### config.mk
export PLATFORM = sky130hd
export DESIGN_NAME = mips_multicycle_ctrl
export DESIGN_NICKNAME = d
export VERILOG_FILES = /design/src/rtl/mips_ctrl_pkg.sv /design/src/rtl/mc_ctrl_decode.sv /design/src/rtl/mips_multicycle_ctrl.sv
export SDC_FILE = /design/constraint.sdc
export NUM_CORES = 1
export LEC_CHECK = 0
export ABC_AREA = 1
export CAP_MARGIN = 20
export CELL_PAD_IN_SITES_DETAIL_PLACEMENT = 1
export CELL_PAD_IN_SITES_GLOBAL_PLACEMENT = 1
export CORE_AREA = 2 2 54 56
export CTS_BUF_LIST = sky130_fd_sc_hd__clkbuf_4
export DETAILED_ROUTE_END_ITERATION = 10
export DIE_AREA = 0 0 56 58
export PLACE_DENSITY_LB_ADDON = 0.1
export SETUP_SLACK_MARGIN = 0.3
export SYNTH_ARGS = -nofsm -noshare
export SYNTH_HDL_FRONTEND = slang
export SYNTH_SLANG_ARGS = --single-unit
### constraint.sdc
create_clock -name clk -period 1.53 [get_ports clk]
set_input_delay 0.306 -clock clk [delete_from_list [all_inputs] [get_ports clk]]
set_output_delay 0.306 -clock clk [all_outputs]
set_load 0.02 [all_outputs]
### src/rtl/mips_ctrl_pkg.sv
// Shared encodings for the multi-cycle MIPS control unit:
// opcodes, funct codes, FSM states and datapath select codes.
package mips_ctrl_pkg;

  localparam logic [5:0] OP_RTYPE = 6'b000000;
  localparam logic [5:0] OP_LW    = 6'b100011;
  localparam logic [5:0] OP_SW    = 6'b101011;
  localparam logic [5:0] OP_BEQ   = 6'b000100;
  localparam logic [5:0] OP_BNE   = 6'b000101;
  localparam logic [5:0] OP_J     = 6'b000010;
  localparam logic [5:0] OP_ADDI  = 6'b001000;

  localparam logic [5:0] FN_JR    = 6'b001000;

  localparam logic [1:0] ALU_ADD   = 2'b00;
  localparam logic [1:0] ALU_SUB   = 2'b01;
  localparam logic [1:0] ALU_FUNCT = 2'b10;

  localparam logic [1:0] PC_ALU    = 2'b00;
  localparam logic [1:0] PC_ALUOUT = 2'b01;
  localparam logic [1:0] PC_JUMP   = 2'b10;
  localparam logic [1:0] PC_RS     = 2'b11;

  localparam logic [1:0] SRCB_B     = 2'b00;
  localparam logic [1:0] SRCB_FOUR  = 2'b01;
  localparam logic [1:0] SRCB_IMM   = 2'b10;
  localparam logic [1:0] SRCB_SHIMM = 2'b11;

  // LW/SW and BEQ/BNE get their own states so the
  // opcode never has to be held past DECODE.
  typedef enum logic [3:0] {
    S_FETCH     = 4'd0,
    S_DECODE    = 4'd1,
    S_LW_ADDR   = 4'd2,
    S_SW_ADDR   = 4'd3,
    S_MEM_READ  = 4'd4,
    S_MEM_WRITE = 4'd5,
    S_MEM_WB    = 4'd6,
    S_R_EXEC    = 4'd7,
    S_R_WB      = 4'd8,
    S_ADDI_EXEC = 4'd9,
    S_ADDI_WB   = 4'd10,
    S_BEQ       = 4'd11,
    S_BNE       = 4'd12,
    S_JUMP      = 4'd13,
    S_JR_EXEC   = 4'd14
  } state_t;

  function automatic logic is_legal(
    input logic [5:0] op
  );
    return (op == OP_RTYPE) || (op == OP_LW) ||
           (op == OP_SW)    || (op == OP_BEQ) ||
           (op == OP_BNE)   || (op == OP_J) ||
           (op == OP_ADDI);
  endfunction

endpackage

### src/rtl/mc_ctrl_decode.sv
// Moore output map: state (+ opcode for illegal_op,
// mem_ready for FETCH loads and SW completion) -> controls.
module mc_ctrl_decode
  import mips_ctrl_pkg::*;
(
  input  state_t     state,
  input  logic [5:0] opcode,
  input  logic       mem_ready,
  output logic       pc_write,
  output logic       pc_write_cond,
  output logic       branch_ne,
  output logic [1:0] pc_src,
  output logic       i_or_d,
  output logic       mem_read,
  output logic       mem_write,
  output logic       ir_write,
  output logic       reg_write,
  output logic       reg_dst,
  output logic       mem_to_reg,
  output logic       alu_src_a,
  output logic [1:0] alu_src_b,
  output logic [1:0] alu_op,
  output logic       instr_done,
  output logic       illegal_op
);

  always_comb begin
    pc_write      = 1'b0;
    pc_write_cond = 1'b0;
    branch_ne     = 1'b0;
    pc_src        = PC_ALU;
    i_or_d        = 1'b0;
    mem_read      = 1'b0;
    mem_write     = 1'b0;
    ir_write      = 1'b0;
    reg_write     = 1'b0;
    reg_dst       = 1'b0;
    mem_to_reg    = 1'b0;
    alu_src_a     = 1'b0;
    alu_src_b     = SRCB_B;
    alu_op        = ALU_ADD;
    instr_done    = 1'b0;
    illegal_op    = 1'b0;
    unique case (state)
      S_FETCH: begin
        mem_read  = 1'b1;
        alu_src_b = SRCB_FOUR;
        pc_write  = mem_ready;
        ir_write  = mem_ready;
      end
      S_DECODE: begin
        alu_src_b  = SRCB_SHIMM;
        illegal_op = !is_legal(opcode);
      end
      S_LW_ADDR, S_SW_ADDR, S_ADDI_EXEC: begin
        alu_src_a = 1'b1;
        alu_src_b = SRCB_IMM;
      end
      S_MEM_READ: begin
        mem_read = 1'b1;
        i_or_d   = 1'b1;
      end
      S_MEM_WRITE: begin
        mem_write  = 1'b1;
        i_or_d     = 1'b1;
        instr_done = mem_ready;
      end
      S_MEM_WB: begin
        reg_write  = 1'b1;
        mem_to_reg = 1'b1;
        instr_done = 1'b1;
      end
      S_R_EXEC: begin
        alu_src_a = 1'b1;
        alu_op    = ALU_FUNCT;
      end
      S_R_WB: begin
        reg_write  = 1'b1;
        reg_dst    = 1'b1;
        instr_done = 1'b1;
      end
      S_ADDI_WB: begin
        reg_write  = 1'b1;
        instr_done = 1'b1;
      end
      S_BEQ, S_BNE: begin
        alu_src_a     = 1'b1;
        alu_op        = ALU_SUB;
        pc_write_cond = 1'b1;
        pc_src        = PC_ALUOUT;
        branch_ne     = (state == S_BNE);
        instr_done    = 1'b1;
      end
      S_JUMP: begin
        pc_write   = 1'b1;
        pc_src     = PC_JUMP;
        instr_done = 1'b1;
      end
      S_JR_EXEC: begin
        pc_write   = 1'b1;
        pc_src     = PC_RS;
        instr_done = 1'b1;
      end
      default: ;
    endcase
  end

endmodule

### src/rtl/mips_multicycle_ctrl.sv
// Main control FSM of the multi-cycle MIPS core: state
// register + next-state; outputs come from mc_ctrl_decode.
module mips_multicycle_ctrl
  import mips_ctrl_pkg::*;
(
  input  logic       clk,
  input  logic       reset,
  input  logic [5:0] opcode,
  input  logic [5:0] funct,
  input  logic       zero,
  input  logic       mem_ready,
  output logic       pc_write,
  output logic       pc_write_cond,
  output logic       branch_ne,
  output logic [1:0] pc_src,
  output logic       i_or_d,
  output logic       mem_read,
  output logic       mem_write,
  output logic       ir_write,
  output logic       reg_write,
  output logic       reg_dst,
  output logic       mem_to_reg,
  output logic       alu_src_a,
  output logic [1:0] alu_src_b,
  output logic [1:0] alu_op,
  output logic       instr_done,
  output logic       illegal_op
);

  state_t state, state_nx;
  logic   ready_q;

  // zero qualifies pc_write_cond in the datapath.
  logic unused_zero;
  assign unused_zero = zero;

  // Reset beats a coincident mem_ready: no PC/IR load.
  assign ready_q = mem_ready & ~reset;

  always_ff @(posedge clk or posedge reset) begin
    if (reset) state <= S_FETCH;
    else       state <= state_nx;
  end

  always_comb begin
    state_nx = state;
    unique case (state)
      S_FETCH:
        if (mem_ready) state_nx = S_DECODE;
      S_DECODE: begin
        case (opcode)
          OP_RTYPE: state_nx = (funct == FN_JR) ?
                               S_JR_EXEC : S_R_EXEC;
          OP_LW:    state_nx = S_LW_ADDR;
          OP_SW:    state_nx = S_SW_ADDR;
          OP_BEQ:   state_nx = S_BEQ;
          OP_BNE:   state_nx = S_BNE;
          OP_J:     state_nx = S_JUMP;
          OP_ADDI:  state_nx = S_ADDI_EXEC;
          default:  state_nx = S_FETCH;
        endcase
      end
      S_LW_ADDR:   state_nx = S_MEM_READ;
      S_SW_ADDR:   state_nx = S_MEM_WRITE;
      S_MEM_READ:
        if (mem_ready) state_nx = S_MEM_WB;
      S_MEM_WRITE:
        if (mem_ready) state_nx = S_FETCH;
      S_R_EXEC:    state_nx = S_R_WB;
      S_ADDI_EXEC: state_nx = S_ADDI_WB;
      S_MEM_WB, S_R_WB, S_ADDI_WB,
      S_BEQ, S_BNE, S_JUMP, S_JR_EXEC:
        state_nx = S_FETCH;
      default:     state_nx = S_FETCH;
    endcase
  end

  mc_ctrl_decode u_decode (
    .state         (state),
    .opcode        (opcode),
    .mem_ready     (ready_q),
    .pc_write      (pc_write),
    .pc_write_cond (pc_write_cond),
    .branch_ne     (branch_ne),
    .pc_src        (pc_src),
    .i_or_d        (i_or_d),
    .mem_read      (mem_read),
    .mem_write     (mem_write),
    .ir_write      (ir_write),
    .reg_write     (reg_write),
    .reg_dst       (reg_dst),
    .mem_to_reg    (mem_to_reg),
    .alu_src_a     (alu_src_a),
    .alu_src_b     (alu_src_b),
    .alu_op        (alu_op),
    .instr_done    (instr_done),
    .illegal_op    (illegal_op)
  );

endmodule

==> metrics.txt <==
Antenna Nets Post-Route=0; type of the worst setup path=flip-flop to primary output; max-slew violations=0; crit path DAT=1470 ps; fin cells=226; registers with the most flip-flops=state: 4 flops; Register Area=105 um2; All-Layer GR Usage=0.194; H-tree Lvls=1; ys flop type=dfrtp_1; endpoint class of the critical path=primary output; Area contributors post-synth=dfrtp_1 (16%), nand2_1 (13%), nor2_1 (12%); share of post-route cells with drive strength above 1=0.641; vias in the first global route=1,121; clock skew=4.21 ps; IO Pins=35; relative slew slack=0.854; max-cap viol count=0; final hold viol count=0; filler instances=342; Yosys reg bits=4; Final Instance Area=1700 um2; dpl cell area=1360 um2; clk sink count=4; Yosys cell types=22; CORE AREA=2660 um2; PortBufs=33; RSZ-0062 raised after global routing=true; Cell Rows=19; status=finished, violations left; Seq/Total Area, Yosys=0.158; Max Fclk=562 MHz; post-synth top area cell=dfrtp_1; PD cells=1670 nW/um2; fin nets=212; most numerous cell in the Yosys netlist=nand2_1; P&R area growth vs syn=168%; Root Buffer=clkbuf_4; fin util=0.637; total congestion overflow=0; slowest cell on the critical path=dfrtp_2; max incr delay on CP=470 ps; Die X=56 um; Synthesized Nets=128; TritonCTS clock tree=yes; ys async rst share=1.00; Setup TNS Final=-3150 ps; Biggest register=state; DR WL/cell=16.1 um; max reg flops=4; failing checks=setup timing; Vias/cell=4.77; critical path fanouts, max=4; clk_lat worst skew=230 ps; diodes inserted=0; detailed-route wire length=3630 um; Pleak=0.854 nW; Post-synth EDFFs=0; minimum clock period=1780 ps; Final period util=1.16; min-delay worst type=primary input to async pin; Synth warnings=0; crit path cell chain=nor2_4 > inv_2 > nor2_4 > inv_2 > o21ai_4 > buf_6; Post-synth top cells=nand2_1 (22), nor2_1 (20), inv_1 (17), nand3_1 (11); # DRC=0; CTS Buffer Depth=2; Starting Density=0.238; initial DRC count=19; Die Y=58 um; worst hold margin=443 ps; Worst-Margin Slew=218 ps; top cell type's share of synthesized area=0.158; DR pass1 iterations=4; Req. time, crit path=1220 ps; DPL Wire Length=2230 um; area of the multi-input gates=657 um2; cells after synthesis=112; first-pass GRT wire length=5070 um; post-synthesis area per instance=5.65 um2; placer congestion estimate=0.752; Mapped Area=633 um2; Final WS setup=-250 ps; total CTS buffers=3; Placed Cells incl. Taps=205; via count=1,079; clock-pin slew on the worst setup and hold paths=40 ps; # setup viols final=19; CP Launch Type=flip-flop; largest net degree at the start of global routing=7; peak supply drop=1.47 mV; initial antenna violation count=0; Hold-fix buffers, CTS=0; die area=3250 um2
## layout by cell type (no fill, tap or decap), drive strengths merged, types with 2 or more instances in the layout
| cell type | synthesis | final |
|---|---|---|
| nand4 | 4 | 4 |
| buf | 2 | 67 |
| nand2 | 24 | 24 |
| clkbuf | 0 | 5 |
| nor2 | 30 | 30 |
| dfrtp | 4 | 4 |
| clkdlybuf4s50 | 0 | 8 |
| a31oi | 2 | 2 |
| nand3 | 11 | 11 |
| a21oi | 3 | 3 |
| o21ai | 5 | 5 |
| dlygate4sd2 | 0 | 5 |
| inv | 23 | 22 |
## where the power goes
part	total [mW]	internal (mW)	switching (mW)	leakage (nW)
Combinational	2.41	1.22	1.19	0.789
Clock	0.157	0.115	0.0419	0.0184
Sequential	0.267	0.153	0.114	0.0470
Total	2.84	1.49	1.35	0.854
## critical path, delay by kind of cell, from the launching register on
family                 cells  cell delay (ps)
DFF                        1              470
and+or+nand+nor            2              330
buffers and inverters      3              300
AOI/OAI and AO/OA          1              140
## per-stage QoR
step,power (mW),setup WS (ps)
final,2.84,-250
after global routing,3.00,-311
after CTS,2.41,-199
after detailed placement,1.91,-801
after global placement,1.87,-720
after floorplan,1.20,142
## per-layer routing
metal	wire, um	share of wire	GRT usage
met5	0	0	0
met4	36	0.0099	0.0646
met3	94	0.026	0.0134
met2	2060	0.57	0.387
met1	1440	0.40	0.217
## worst paths after layout
path | slack [ps] | startpoint | cells past startpoint | end
setup / recovery | -250 | state[3] | 6 | pc_write
hold / removal | 440 | reset | 3 | state[2]
setup reg to reg | 30 | state[3] | 8 | state[1]
hold reg to reg | 770 | state[1] | 4 | state[2]
max in group asynchronous | 970 | reset | 3 | state[1]
min in group clk | 690 | opcode[5] | 6 | state[1]
## repair_timing
item | 4_1_cts | 5_1_grt
pin swaps | 10 | 17
resized for setup | 147 | 18
setup endpoints to repair | 23 | 23
buffers inserted | 7 | 10
## cell type report
type / count / share of cell area
Timing Repair Buffer: 81 / 0.450
Multi-Input combinational cell: 83 / 0.387
Sequential cell: 4 / 0.0620
Inverter: 23 / 0.0598
Tap cell: 31 / 0.0229
Clock buffer: 4 / 0.0177
## cell families (layout without fill, tap and decap cells)
logic type,count (synthesis),in the layout,synth area share
simple gates,70,70,0.541
buf+inv,25,108,0.160
compound gates,13,13,0.140
flops,4,4,0.158
Note: power is estimated with default switching activity, not from simulation.
